[config.mk]
export PLATFORM = sky130hd
export DESIGN_NAME = spi_flash_responder
export DESIGN_NICKNAME = d
export VERILOG_FILES = /design/src/rtl/spi_flash_responder.sv
export SDC_FILE = /design/constraint.sdc
export NUM_CORES = 1
export LEC_CHECK = 0
export CAP_MARGIN = 20
export CELL_PAD_IN_SITES_DETAIL_PLACEMENT = 2
export CELL_PAD_IN_SITES_GLOBAL_PLACEMENT = 2
export CORE_UTILIZATION = 35
export CTS_CLUSTER_SIZE = 12
export DETAILED_ROUTE_END_ITERATION = 12
export GPL_ROUTABILITY_DRIVEN = 0
export PLACE_DENSITY_LB_ADDON = 0.1
export SETUP_SLACK_MARGIN = 0.3
export SLEW_MARGIN = 5
export SYNTH_ARGS = -nofsm -noshare
export SYNTH_HDL_FRONTEND = slang
export SYNTH_SLANG_ARGS = --single-unit
[constraint.sdc]
create_clock -name clock -period 4.7 [get_ports clock]
set_clock_uncertainty 0.05 [all_clocks]
set_input_delay 0.47 -clock clock [delete_from_list [all_inputs] [get_ports clock]]
set_output_delay 0.47 -clock clock [all_outputs]
set_load 0.02 [all_outputs]
[src/rtl/spi_flash_responder.sv]
// spi_flash_responder
//   SPI mode-0 flash target. It decodes READ (0x03) and READ-ID (0x9F) from
//   the SPI pins and returns flash bytes on MISO. Flash words come from a
//   backing memory through a req/ack word-read handshake. All SPI pins are
//   oversampled on the system clock.
//
// Ports
//   clock, reset     system clock, asynchronous active-low reset
//   spi_sck/ss/mosi  SPI pins from the master (mode 0, SS active low)
//   spi_miso         SPI data back to the master (1 when not driving data)
//   mem_req/addr     word read request (held until mem_ack), word address
//   mem_ack/rdata    one-cycle acknowledge with the little-endian word
//   busy             SS is seen low after synchronisation
//   underrun         sticky: a data bit was needed before its word arrived
module spi_flash_responder #(
  parameter logic [23:0] jedec_id  = 24'hEF4017,
  parameter int          addr_bits = 24
) (
  input  logic                 clock,
  input  logic                 reset,
  input  logic                 spi_sck,
  input  logic                 spi_ss,
  input  logic                 spi_mosi,
  output logic                 spi_miso,
  output logic                 mem_req,
  output logic [addr_bits-3:0] mem_addr,
  input  logic                 mem_ack,
  input  logic [31:0]          mem_rdata,
  output logic                 busy,
  output logic                 underrun
);

  localparam int          WA_W      = addr_bits - 2;
  localparam logic [5:0]  ADDR_LAST = 6'(addr_bits - 1);
  // ID bits followed by ones, so the index below never leaves the vector.
  localparam logic [31:0] ID_EXT    = {jedec_id, 8'hFF};

  typedef enum logic [2:0] {
    S_IDLE,
    S_CMD,
    S_ADDR,
    S_READ,
    S_ID,
    S_IGNORE
  } state_t;

  logic sck_s1_q, sck_s2_q, sck_prev_q;
  logic ss_s1_q, ss_s2_q, ss_prev_q;
  logic mosi_s1_q, mosi_s2_q;

  state_t            state_q, state_d;
  logic [5:0]        bit_cnt_q, bit_cnt_d;
  logic [1:0]        byte_ptr_q, byte_ptr_d;
  logic              miso_q, miso_d;
  logic              mem_req_q, mem_req_d;
  logic [WA_W-1:0]   mem_addr_q, mem_addr_d;
  logic [WA_W-1:0]   nxt_waddr_q, nxt_waddr_d;
  logic              cur_vld_q, cur_vld_d;
  logic              pf_vld_q, pf_vld_d;
  logic              pf_pend_q, pf_pend_d;
  logic              underrun_q, underrun_d;

  logic [addr_bits-2:0] shift_q, shift_d;
  logic [31:0]          cur_word_q, cur_word_d;
  logic [31:0]          pf_word_q, pf_word_d;

  logic                 sck_rise, sck_fall, ss_fall;
  logic                 ack_load, word_switch, data_bit;
  logic [addr_bits-1:0] shift_in;
  logic [7:0]           cur_byte;
  logic [4:0]           id_idx;

  // Pin synchronisers plus one edge-detect flop each for SCK and SS.
  always_ff @(posedge clock or negedge reset) begin
    if (!reset) begin
      sck_s1_q   <= 1'b0;
      sck_s2_q   <= 1'b0;
      sck_prev_q <= 1'b0;
      ss_s1_q    <= 1'b1;
      ss_s2_q    <= 1'b1;
      ss_prev_q  <= 1'b1;
      mosi_s1_q  <= 1'b0;
      mosi_s2_q  <= 1'b0;
    end else begin
      sck_s1_q   <= spi_sck;
      sck_s2_q   <= sck_s1_q;
      sck_prev_q <= sck_s2_q;
      ss_s1_q    <= spi_ss;
      ss_s2_q    <= ss_s1_q;
      ss_prev_q  <= ss_s2_q;
      mosi_s1_q  <= spi_mosi;
      mosi_s2_q  <= mosi_s1_q;
    end
  end

  assign sck_rise = sck_s2_q & ~sck_prev_q;
  assign sck_fall = ~sck_s2_q & sck_prev_q;
  assign ss_fall  = ~ss_s2_q & ss_prev_q;
  assign shift_in = {shift_q, mosi_s2_q};
  assign cur_byte = cur_word_q[{byte_ptr_q, 3'b000} +: 8];
  assign data_bit = cur_byte[~bit_cnt_q[2:0]];
  assign id_idx   = 5'd31 - bit_cnt_q[4:0];
  // Data returning after SS went high belongs to an aborted frame.
  assign ack_load = mem_ack & mem_req_q & ~ss_s2_q & (state_q == S_READ);

  always_comb begin
    state_d     = state_q;
    bit_cnt_d   = bit_cnt_q;
    byte_ptr_d  = byte_ptr_q;
    miso_d      = miso_q;
    mem_req_d   = mem_req_q;
    mem_addr_d  = mem_addr_q;
    nxt_waddr_d = nxt_waddr_q;
    cur_vld_d   = cur_vld_q;
    pf_vld_d    = pf_vld_q;
    pf_pend_d   = pf_pend_q;
    underrun_d  = underrun_q;
    shift_d     = shift_q;
    cur_word_d  = cur_word_q;
    pf_word_d   = pf_word_q;
    word_switch = 1'b0;

    if (mem_ack && mem_req_q) begin
      mem_req_d = 1'b0;
    end

    // Deferred prefetch: waits for any request still in flight.
    if (!ss_s2_q && state_q == S_READ && pf_pend_q && !mem_req_q) begin
      mem_req_d   = 1'b1;
      mem_addr_d  = nxt_waddr_q;
      nxt_waddr_d = nxt_waddr_q + WA_W'(1);
      pf_pend_d   = 1'b0;
    end

    if (ss_s2_q) begin
      // SS high overrides any SCK edge seen in the same cycle.
      state_d   = S_IDLE;
      miso_d    = 1'b1;
      bit_cnt_d = 6'd0;
      cur_vld_d = 1'b0;
      pf_vld_d  = 1'b0;
      pf_pend_d = 1'b0;
    end else begin
      case (state_q)
        S_IDLE: begin
          if (ss_fall) begin
            state_d   = S_CMD;
            bit_cnt_d = 6'd0;
          end
        end
        S_CMD: begin
          if (sck_rise) begin
            shift_d   = shift_in[addr_bits-2:0];
            bit_cnt_d = bit_cnt_q + 6'd1;
            if (bit_cnt_q == 6'd7) begin
              bit_cnt_d = 6'd0;
              case (shift_in[7:0])
                8'h03:   state_d = S_ADDR;
                8'h9F:   state_d = S_ID;
                default: state_d = S_IGNORE;
              endcase
            end
          end
        end
        S_ADDR: begin
          if (sck_rise) begin
            shift_d   = shift_in[addr_bits-2:0];
            bit_cnt_d = bit_cnt_q + 6'd1;
            if (bit_cnt_q == ADDR_LAST) begin
              state_d     = S_READ;
              bit_cnt_d   = 6'd0;
              mem_req_d   = 1'b1;
              mem_addr_d  = shift_in[addr_bits-1:2];
              nxt_waddr_d = shift_in[addr_bits-1:2] + WA_W'(1);
              byte_ptr_d  = shift_in[1:0];
              cur_vld_d   = 1'b0;
              pf_vld_d    = 1'b0;
              pf_pend_d   = 1'b0;
            end
          end
        end
        S_READ: begin
          if (sck_fall) begin
            if (cur_vld_q) begin
              miso_d = data_bit;
            end else begin
              miso_d     = 1'b0;
              underrun_d = 1'b1;
            end
            // Last byte of the word starts: ask for the next word.
            if (bit_cnt_q[2:0] == 3'd0 && byte_ptr_q == 2'd3) begin
              pf_pend_d = 1'b1;
            end
            bit_cnt_d = {3'b000, bit_cnt_q[2:0] + 3'd1};
            if (bit_cnt_q[2:0] == 3'd7) begin
              byte_ptr_d = byte_ptr_q + 2'd1;
              if (byte_ptr_q == 2'd3) begin
                word_switch = 1'b1;
              end
            end
          end
        end
        S_ID: begin
          if (sck_fall) begin
            if (bit_cnt_q < 6'd24) begin
              miso_d    = ID_EXT[id_idx];
              bit_cnt_d = bit_cnt_q + 6'd1;
            end else begin
              miso_d = 1'b1;
            end
          end
        end
        S_IGNORE: begin
          miso_d = 1'b1;
        end
        default: begin
          state_d = S_IDLE;
          miso_d  = 1'b1;
        end
      endcase
    end

    // Word buffers. On a switch the prefetch register moves into the
    // current slot; a same-cycle ack fills whichever slot is now empty.
    if (word_switch) begin
      cur_word_d = pf_word_q;
      cur_vld_d  = pf_vld_q;
      pf_vld_d   = 1'b0;
      if (ack_load) begin
        if (pf_vld_q) begin
          pf_word_d = mem_rdata;
          pf_vld_d  = 1'b1;
        end else begin
          cur_word_d = mem_rdata;
          cur_vld_d  = 1'b1;
        end
      end
    end else if (ack_load) begin
      if (!cur_vld_q) begin
        cur_word_d = mem_rdata;
        cur_vld_d  = 1'b1;
      end else begin
        pf_word_d = mem_rdata;
        pf_vld_d  = 1'b1;
      end
    end
  end

  always_ff @(posedge clock or negedge reset) begin
    if (!reset) begin
      state_q     <= S_IDLE;
      bit_cnt_q   <= 6'd0;
      byte_ptr_q  <= 2'd0;
      miso_q      <= 1'b1;
      mem_req_q   <= 1'b0;
      mem_addr_q  <= '0;
      nxt_waddr_q <= '0;
      cur_vld_q   <= 1'b0;
      pf_vld_q    <= 1'b0;
      pf_pend_q   <= 1'b0;
      underrun_q  <= 1'b0;
    end else begin
      state_q     <= state_d;
      bit_cnt_q   <= bit_cnt_d;
      byte_ptr_q  <= byte_ptr_d;
      miso_q      <= miso_d;
      mem_req_q   <= mem_req_d;
      mem_addr_q  <= mem_addr_d;
      nxt_waddr_q <= nxt_waddr_d;
      cur_vld_q   <= cur_vld_d;
      pf_vld_q    <= pf_vld_d;
      pf_pend_q   <= pf_pend_d;
      underrun_q  <= underrun_d;
    end
  end

  // Datapath registers carry no reset; their valid bits qualify them.
  always_ff @(posedge clock) begin
    shift_q    <= shift_d;
    cur_word_q <= cur_word_d;
    pf_word_q  <= pf_word_d;
  end

  assign spi_miso = miso_q;
  assign mem_req  = mem_req_q;
  assign mem_addr = mem_addr_q;
  assign busy     = ~ss_s2_q;
  assign underrun = underrun_q;

endmodule
Word-level counts from Yosys, hierarchy flattened
Memories as Yosys holds them, arrays and structs flattened.
Index checks and enable logic that the tools add are counted.
{ "totals": {"latch_bits": 0, "mem_bits_ro": 32, "out_inout_bits": 26, "elab_cells": 182, "in_bits": 38, "n_memories": 1, "ram_bits": 0, "regBits": 156} }
{ "op_classes": {"n_addsub": 6, "n_eq_ne": 27, "shifts": 1, "mul": 0, "div": 0, "n_reduce_logical": 24, "n_bitwise": 11, "order_cmp": 3, "mux": 87} }
{ "memory_table": {"columns": ["memory", "words", "word_bits", "rd", "rd_clocked_by_memory_dff", "write_ports", "line", "rtl"], "rows": [
  ["(name not given)", 32, 1, 1, 0, 0, "206", "miso_d = ID_EXT[id_idx];"]
]} }
{ "ops": {"columns": ["op", "count"], "rows": [
  ["two-way mux 32 bit", 10],
  ["two-way mux 22 bit", 10],
  ["two-way mux 6 bit", 9],
  ["adder 22 x 1 -> 22 bit, second input constant", 2],
  ["two-way mux 1 bit", 41],
  ["indexed part select 32 x 6 -> 8 bit", 1],
  ["case mux 6 bit (5 select lines)", 1],
  ["!= test 3 bit, second input constant", 8],
  ["two-way mux 3 bit", 6],
  ["case mux 3 bit (4 select lines)", 1],
  ["AND reduction 6 bit", 2],
  ["== test 3 bit, second input constant", 3],
  ["AND reduction 3 bit", 3],
  ["== test 8 x 2 -> 1 bit, second input constant", 1],
  ["== test 8 bit, second input constant", 1],
  ["two-way mux 2 bit", 4],
  ["!= test 2 x 1 -> 1 bit, second input constant", 4],
  ["!= test 2 bit, second input constant", 4],
  ["AND reduction 7 bit", 1],
  ["adder 6 x 1 -> 6 bit, second input constant", 1],
  ["bitwise AND 1 bit", 6],
  ["== test 3 x 2 -> 1 bit, second input constant", 2],
  ["== test 6 x 3 -> 1 bit, second input constant", 1],
  ["== test 6 x 5 -> 1 bit, second input constant", 1],
  ["24 further kinds", 36]
]} }

Logic depth before layout (Yosys ltp)
Gate-level depths: netlist of run 1.
{ "logic_depth": {"word_depth": 9, "mapped_depth": 8, "ltp_nobuf": 7} }

Worst setup path before layout of run 1
OpenSTA, ideal clock, no wires.
{ "synth_timing": {"path_type": "register -> register", "from": "register state_q[2]", "to": "register cur_word_q[0], enable pin", "setup_ns": 0.466, "t_required_ns": 4.184, "slack_ns": 1.028, "period_less_slack_ns": 3.672, "arrival_time_ns": 3.157, "path_stages_with_launch": 4, "cell_sequence": "dfrtp_1 > and4bb_2 > nand3_1 > o21ai_0"} }
{ "synth_between": {"elab_chain_len": 5, "elab_cells_between_ends": 7, "cone_classes": "eq/ne: 2; mux: 2; bitwise: 1; reduce/logical: 2"} }
{ "synth_rtl": {"columns": ["element", "line", "rtl"], "rows": [
  ["from (decl)", "51", "state_t state_q, state_d;"],
  ["from (signal assigned)", "263", "state_q <= state_d;"],
  ["== test 3 x 2 -> 1 bit *", "104, 144", null],
  ["two-way mux 1 bit", "144", "case (state_q)"],
  ["two-way mux 1 bit", "135", "if (ss_s2_q) begin"],
  ["!= test 2 x 1 -> 1 bit (no line) or nonzero test 2 bit (tied branches)", null, null],
  ["AND reduction 2 bit (no line) *", null, null],
  ["to (signal assigned)", "280", "cur_word_q <= cur_word_d;"],
  ["to (decl)", "64", "logic [31:0] cur_word_q, cur_word_d;"]
]} }
Mark *: on every way between the ends. The rest lies on a longest branch, timed or not.
A chain may end at the register's enable or synchronous reset.

Worst setup path in the final report of run 1
{ "layout_timing": {"from": "register state_q[2]", "to": "register nxt_waddr_q[8]"} }
{ "layout_between": {"elab_chain_len": 9, "elab_cells_between_ends": 10, "cone_classes": "eq/ne: 2; mux: 5; reduce/logical: 3"} }
{ "layout_rtl": {"columns": ["element", "line", "rtl"], "rows": [
  ["== test 3 x 2 -> 1 bit", "128", "if (!ss_s2_q && state_q == S_READ && pf_pend_q && !mem_req_q) begin"],
  ["logical AND 1 bit (3 in series)", "128", null],
  ["two-way mux 22 bit", "128", null],
  ["two-way mux 22 bit", "169", "if (bit_cnt_q == ADDR_LAST) begin"],
  ["two-way mux 22 bit", "166", "if (sck_rise) begin"],
  ["two-way mux 22 bit", "144", null],
  ["two-way mux 22 bit *", "135", null],
  ["net nxt_waddr_d[8]", "57", "logic [WA_W-1:0] nxt_waddr_q, nxt_waddr_d;"],
  ["to (signal assigned)", "269", "nxt_waddr_q <= nxt_waddr_d;"],
  ["to (decl)", "57", null]
]} }
The timed path passes the listed nets; every way through them passes the cells marked *.

==> results.cfg, run 1 <==
[outcome]
status = completed

[floorplan]
core-area_mm2 = 0.02043
die_h_um = 147.0
ioPinCount = 64
fp.dieW_um = 147.0
start_util = 0.3600
die-area_mm2 = 0.02160
num_rows = 52

[worst_setup_path]
critical_path_class = reg -> reg
critical_path_buf_inv_count = 1
path_delay_family = simple AND/OR/NAND/NOR gates
r2r_end = nxt_waddr_q[8]$_DFF_PN0_
path_cells = nand3b_2 -> or2_1 -> buf_4 -> nor4_1 -> xnor2_1 -> mux2i_1
cp.arrival_ns = 3.08
reg2regPathDepth = 6
r2r_start = state_q[2]$_DFFE_PN0P_
r2r_setup_slack_ns = 1.88
worstPathRequired_ns = 4.96
crit_slowest_cell = or2_1
cp-start-kind = register
crit_path_end_kind = register
cp_max_fo = 23
crit_path_max_incr_delay_ns = 0.67

[yosys]
netlist_instances = 609
yosys_warnings = 0
synth_nets = 656
synth.avg_cell_area_um2 = 12.08
synth-seq-cells = 156
syn-cell-area_mm2 = 0.007355
yosysTopAreaCellShare = 0.3552
synthTopCellsByCount = 87 x edfxtp_1, 65 x dfrtp_1, 64 x nand2_1, 53 x nor2_1, 33 x mux2_2
ys_types = 54
async_reset_ff_frac = 0.4423
synth_edf_count = 87
yosysMostFrequentCell = edfxtp_1
yosys.area.top_type = edfxtp_1
synth_area_leaders = edfxtp_1 36%, dfrtp_1 22%, mux2_2 5.1%, mux2i_1 4.1%, nand2_1 3.3%
ys_seq_area_frac = 0.5907
synth-main-ff-cell = edfxtp_1

[global_route]
overflow = 0
grt_pass1_wl_mm = 31.62
grt_pass1_vias = 5659
grt_usage = 0.1908
grt_max_degree = 70
grt_antenna_before_repair = 0

[sta]
hold_viol = 0
fmax_ghz = 0.3546
fin_crit_sh = 0.6001
slew_headroom = 0.3483
slew_violations = 0
whs_ns = 0.1466
period_needed_ns = 2.820
tightest_slew_ns = 0.9776
finalSetupViolations = 0
finalSetupTns_ns = 0
rsz0062_at_grt = false

[clock_tree]
cts_tree = built
insertion_delay_ns = 0.43
clk_pin_slew_worst_paths_ns = 0.07
cts_buffers = 17
clock-sinks = 156
postCtsSetupBuffers = 0
postCtsHoldBufs = 0
cts_root_buf = clkbuf_16
clockBufferDepth = 2
cts.repair.resized = 0
htree_levels = 4

[detailed_routing]
drt_first_iter_violations = 148
vias = 5055
avgViaCountPerCell = 5.315
ant_nets = 0
dr.pass1.iters = 4
remaining_drc_errors = 0
wl_per_cell_um = 20.33
routed_wl_mm = 19.34

[layout]
final_layout_size_suffix_gt1_frac = 0.1410
finalNetCount = 715
areaGrowthSynthToFinish_pct = 20.36
final_util = 0.4333
diodes = 0
fin_area_mm2 = 0.008852
num-fill-cells = 2085

[placed_design]
hpwlAfterDp_mm = 12.66
postPlaceCellArea_mm2 = 0.008253
port_buffers = 63

[pwr]
power_mw = 2.952
p_per_area_mw_per_mm2 = 333.5
vdd_drop_max_uv = 296.2
p_leak_nw = 3.318

[worst_hold_path]
hold_class = in -> async

[run]
drv_cap = 0
==> layout by cell type, fill, tap and decap left out, drive strengths merged, types with 6 or more instances in the layout <==
| master | n |
|---|---|
| a21oi | 19 |
| a22o | 6 |
| a31oi | 23 |
| buf | 9 |
| clkbuf | 17 |
| clkdlybuf4s50 | 62 |
| dfrtp | 65 |
| edfxtp | 87 |
| ha | 9 |
| inv | 19 |
| mux2 | 33 |
| mux2i | 30 |
| nand2 | 64 |
| nand3 | 30 |
| nand4 | 12 |
| nor2 | 53 |
| nor3 | 12 |
| nor4 | 8 |
| o21ai | 7 |
| xnor2 | 16 |
| xor2 | 26 |
==> how the worst max path moves through the flow <==
stage,cells after the start,startpoint,slack [ns],end
global route,6,state_q[2]$_DFFE_PN0P_,1.68,nxt_waddr_q[8]$_DFF_PN0_
CTS,6,bit_cnt_q[0]$_DFFE_PN0P_,1.64,nxt_waddr_q[19]$_DFF_PN0_
detailed placement,6,bit_cnt_q[0]$_DFFE_PN0P_,1.68,nxt_waddr_q[19]$_DFF_PN0_
floorplan,3,state_q[2]$_DFFE_PN0P_,1.03,cur_word_q[0]$_DFFE_PP_
global placement,7,bit_cnt_q[0]$_DFFE_PN0P_,1.79,mem_addr[21]$_DFF_PN0_
finish,6,state_q[2]$_DFFE_PN0P_,1.88,nxt_waddr_q[8]$_DFF_PN0_
==> per-stage QoR <==
step | worst slack [ns] | cells
after floorplan | 1.028 | 609
after global placement | 1.794 | 918
after detailed placement | 1.681 | 918
after CTS | 1.640 | 950
after global routing | 1.682 | 951
final | 1.880 | 951
==> registers in the layout, indices dropped and copies added, names as in the netlist, 2 cells and up <==
| register | count |
|---|---|
| shift_q | 23 |
| cur_word_q | 32 |
| pf_word_q | 32 |
| state_q | 3 |
| mem_addr | 22 |
| byte_ptr_q | 2 |
| nxt_waddr_q | 22 |
| bit_cnt_q | 6 |
==> worst register-to-register path: stages (launching register included) <==
cell      delay [ns]
dfrtp_1         0.56
nand3b_2        0.46
or2_1           0.67
buf_4           0.37
nor4_1          0.35
xnor2_1         0.16
mux2i_1         0.09
==> final cells by class <==
type | instances | area (um2) | area share
Clock buffer | 17 | 425.4 | 0.04806
Clock inverter | 15 | 153.9 | 0.01739
Inverter | 10 | 37.54 | 0.004240
Multi-Input combinational cell | 412 | 2853 | 0.3223
Sequential cell | 156 | 4344 | 0.4907
Tap cell | 270 | 337.8 | 0.03816
Timing Repair Buffer | 71 | 700.7 | 0.07915
==> report_power, final <==
| part | switching [mW] | internal, mW |
|---|---|---|
| Sequential | 0.0145 | 1.45 |
| Clock | 0.637 | 0.752 |
| Combinational | 0.0437 | 0.0520 |
| Total | 0.695 | 2.26 |
==> cell families (layout without fill, tap and decap cells) <==
group,count (synthesis),in the layout,share of synthesized area
xor gates and xnor gates,42,42,0.05002
buffers and inverters,41,113,0.02365
adders and majority gates,9,9,0.01531
muxes,68,68,0.1067
and+or+nand+nor,220,220,0.1492
AOI/OAI and AO/OA,73,73,0.06448
DFF,156,156,0.5907
==> per-layer routing <==
layer,up-vias,global-route usage,share of wire,routed length (um)
li1,2349,-,-,-
met1,2610,0.2336,0.43,8410
met2,77,0.3445,0.53,10200
met3,19,0.03230,0.026,506
met4,0,0.05309,0.011,216
met5,-,0,0,0
(Power assumes the default switching activity.)
==> inputs of run 2 (changes only) <==
- clock period: 4.7 -> 2.8 ns (I/O delays scaled with it)
==> run 2 against run 1 <==
  * Clock-buffer cell count is the same
  * Clock power grew 66%
  * Fmax grew 23%
  * Utilization grew 0.80 points
  * First-iteration DRC count grew 24%
  * Worst setup slack lost 1.4 ns
  * Critical endpoint unchanged
  * Total power grew 67%
  * Sequential share of layout area shrank 0.85 points
  * Flip-flop and latch count is the same
  * Die area is the same
==> results.cfg, run 2 (synthesis gave the netlist of run 1 again) <==
[outcome]
status = completed

[sta]
finalSetupTns_ns = 0
slew_violations = 0
fmax_ghz = 0.4348
fin_crit_sh = 0.8214
rsz0062_at_grt = false
hold_viol = 0
slew_headroom = 0.3664
period_needed_ns = 2.300
tightest_slew_ns = 0.9505
whs_ns = 0.1979
finalSetupViolations = 0

[global_route]
grt_max_degree = 37
grt_pass1_vias = 5727
overflow = 0
grt_pass1_wl_mm = 31.77
grt_antenna_before_repair = 0
grt_usage = 0.1930

[pwr]
power_mw = 4.944
p_per_area_mw_per_mm2 = 548.4
p_leak_nw = 3.394
vdd_drop_max_uv = 366.1

[clock_tree]
clk_pin_slew_worst_paths_ns = 0.07
htree_levels = 4
postCtsSetupBuffers = 0
clock-sinks = 156
cts_root_buf = clkbuf_16
cts_buffers = 17
clockBufferDepth = 2
cts_tree = built
insertion_delay_ns = 0.43

[floorplan]
ioPinCount = 64
start_util = 0.3600
core-area_mm2 = 0.02043
num_rows = 52
die-area_mm2 = 0.02160
fp.dieW_um = 147.0
die_h_um = 147.0

[detailed_routing]
remaining_drc_errors = 0
routed_wl_mm = 19.55
avgViaCountPerCell = 5.345
dr.pass1.iters = 4
drt_first_iter_violations = 184
vias = 5147
ant_nets = 0
wl_per_cell_um = 20.30

[worst_setup_path]
path_delay_family = simple AND/OR/NAND/NOR gates
cp.arrival_ns = 2.55
worstPathRequired_ns = 3.05
cp_max_fo = 33
critical_path_buf_inv_count = 1
crit_slowest_cell = dfstp_2
crit_path_max_incr_delay_ns = 0.47
path_cells = or3b_4 -> or2_1 -> buf_12 -> nor4_1 -> xnor2_1 -> mux2i_1
critical_path_class = reg -> reg
crit_path_end_kind = register
cp-start-kind = register

[layout]
num-fill-cells = 2033
layout_commonest_cell = edfxtp_1
diodes = 0
fin_cells = 963
top_regs = cur_word_q (32), pf_word_q (32), shift_q (23)
mostFrequentLayoutCells = 87 x edfxtp_1, 64 x nand2_1, 62 x dfrtp_1, 62 x clkdlybuf4s50_1, 52 x nor2_1
final_layout_size_suffix_gt1_frac = 0.1587
finalNetCount = 727
areaGrowthSynthToFinish_pct = 22.59

[worst_hold_path]
hold_class = in -> reg

[run]
drv_cap = 0

[placed_design]
placed_cells = 930
port_buffers = 63
hpwlAfterDp_mm = 13.58
==> run 2: cell count changes in the layout (fill, tap and decap cells not counted), sizes merged <==
cell	delta
clkinv	+3
buf	+11
dlygate4sd3	+1
clkinvlp	-1
bufinv	-1
inv	-1
==> run 2: stage by stage <==
| step | worst slack [ns] | cell area [um2] | util |
|---|---|---|---|
| final | 0.5001 | 9016 | 0.4413 |
| after global routing | 0.3512 | 9016 | 0.4413 |
| after floorplan | 0.5278 | 7381 | - |
| after CTS | 0.3181 | 9014 | 0.4412 |
| after global placement | 0.4943 | 8404 | 0.4114 |
| after detailed placement | 0.3444 | 8404 | 0.4114 |
==> run 2: worst paths after layout <==
| path | depth (start not counted) | endpoint | from | slack [ns] |
|---|---|---|---|---|
| max | 6 | nxt_waddr_q[8]$_DFF_PN0_ | ss_s2_q$_DFF_PN1_ | 0.50 |
| min in group asynchronous | 2 | mem_addr[1]$_DFF_PN0_ | reset | 0.48 |
| min reg2reg | 0 | ss_s2_q$_DFF_PN1_ | ss_s1_q$_DFF_PN1_ | 0.31 |
| max in group asynchronous | 3 | ss_prev_q$_DFF_PN1_ | reset | 1.43 |
| max reg2reg | 6 | nxt_waddr_q[8]$_DFF_PN0_ | ss_s2_q$_DFF_PN1_ | 0.50 |
| min | 1 | ss_s1_q$_DFF_PN1_ | spi_ss | 0.20 |
==> run 2: area by class of cell <==
| cell class | instances | area [um2] | area share |
|---|---|---|---|
| Sequential cell | 156 | 4348 | 0.4822 |
| Inverter | 10 | 37.54 | 0.004163 |
| Timing Repair Buffer | 83 | 828.3 | 0.09187 |
| Tap cell | 270 | 337.8 | 0.03747 |
| Multi-Input combinational cell | 412 | 2867 | 0.3179 |
| Clock buffer | 17 | 425.4 | 0.04718 |
| Clock inverter | 15 | 172.7 | 0.01915 |
==> run 2: routing by layer <==
metal | GRT usage | vias up | part of all wire
met4 | 0.05103 | 0 | 0.0084
met1 | 0.2315 | 2699 | 0.43
met2 | 0.3517 | 60 | 0.54
met5 | 0 | - | 0
met3 | 0.03789 | 13 | 0.023
li1 | - | 2375 | -
==> run 2: worst register-to-register path: stages, from the launching register on <==
cell     delay, ns
dfstp_2       0.47
or3b_4        0.43
or2_1         0.32
buf_12        0.21
nor4_1        0.44
xnor2_1       0.17
mux2i_1       0.09
==> run 2: power breakdown <==
| part | internal (mW) | total, mW | leakage [nW] | switching [mW] |
|---|---|---|---|---|
| logic | 0.0922 | 0.172 | 1.39 | 0.0802 |
| registers | 2.44 | 2.46 | 1.72 | 0.0209 |
| clock network | 1.20 | 2.31 | 0.293 | 1.11 |
| total | 3.73 | 4.94 | 3.39 | 1.21 |
==> run 2: what timing repair did <==
action | CTS | global route
endpoints found under the hold margin | 35 | 0
hold buffers | 1 | 0
resized for setup | 1 | 2
setup endpoints to repair | 1 | 5
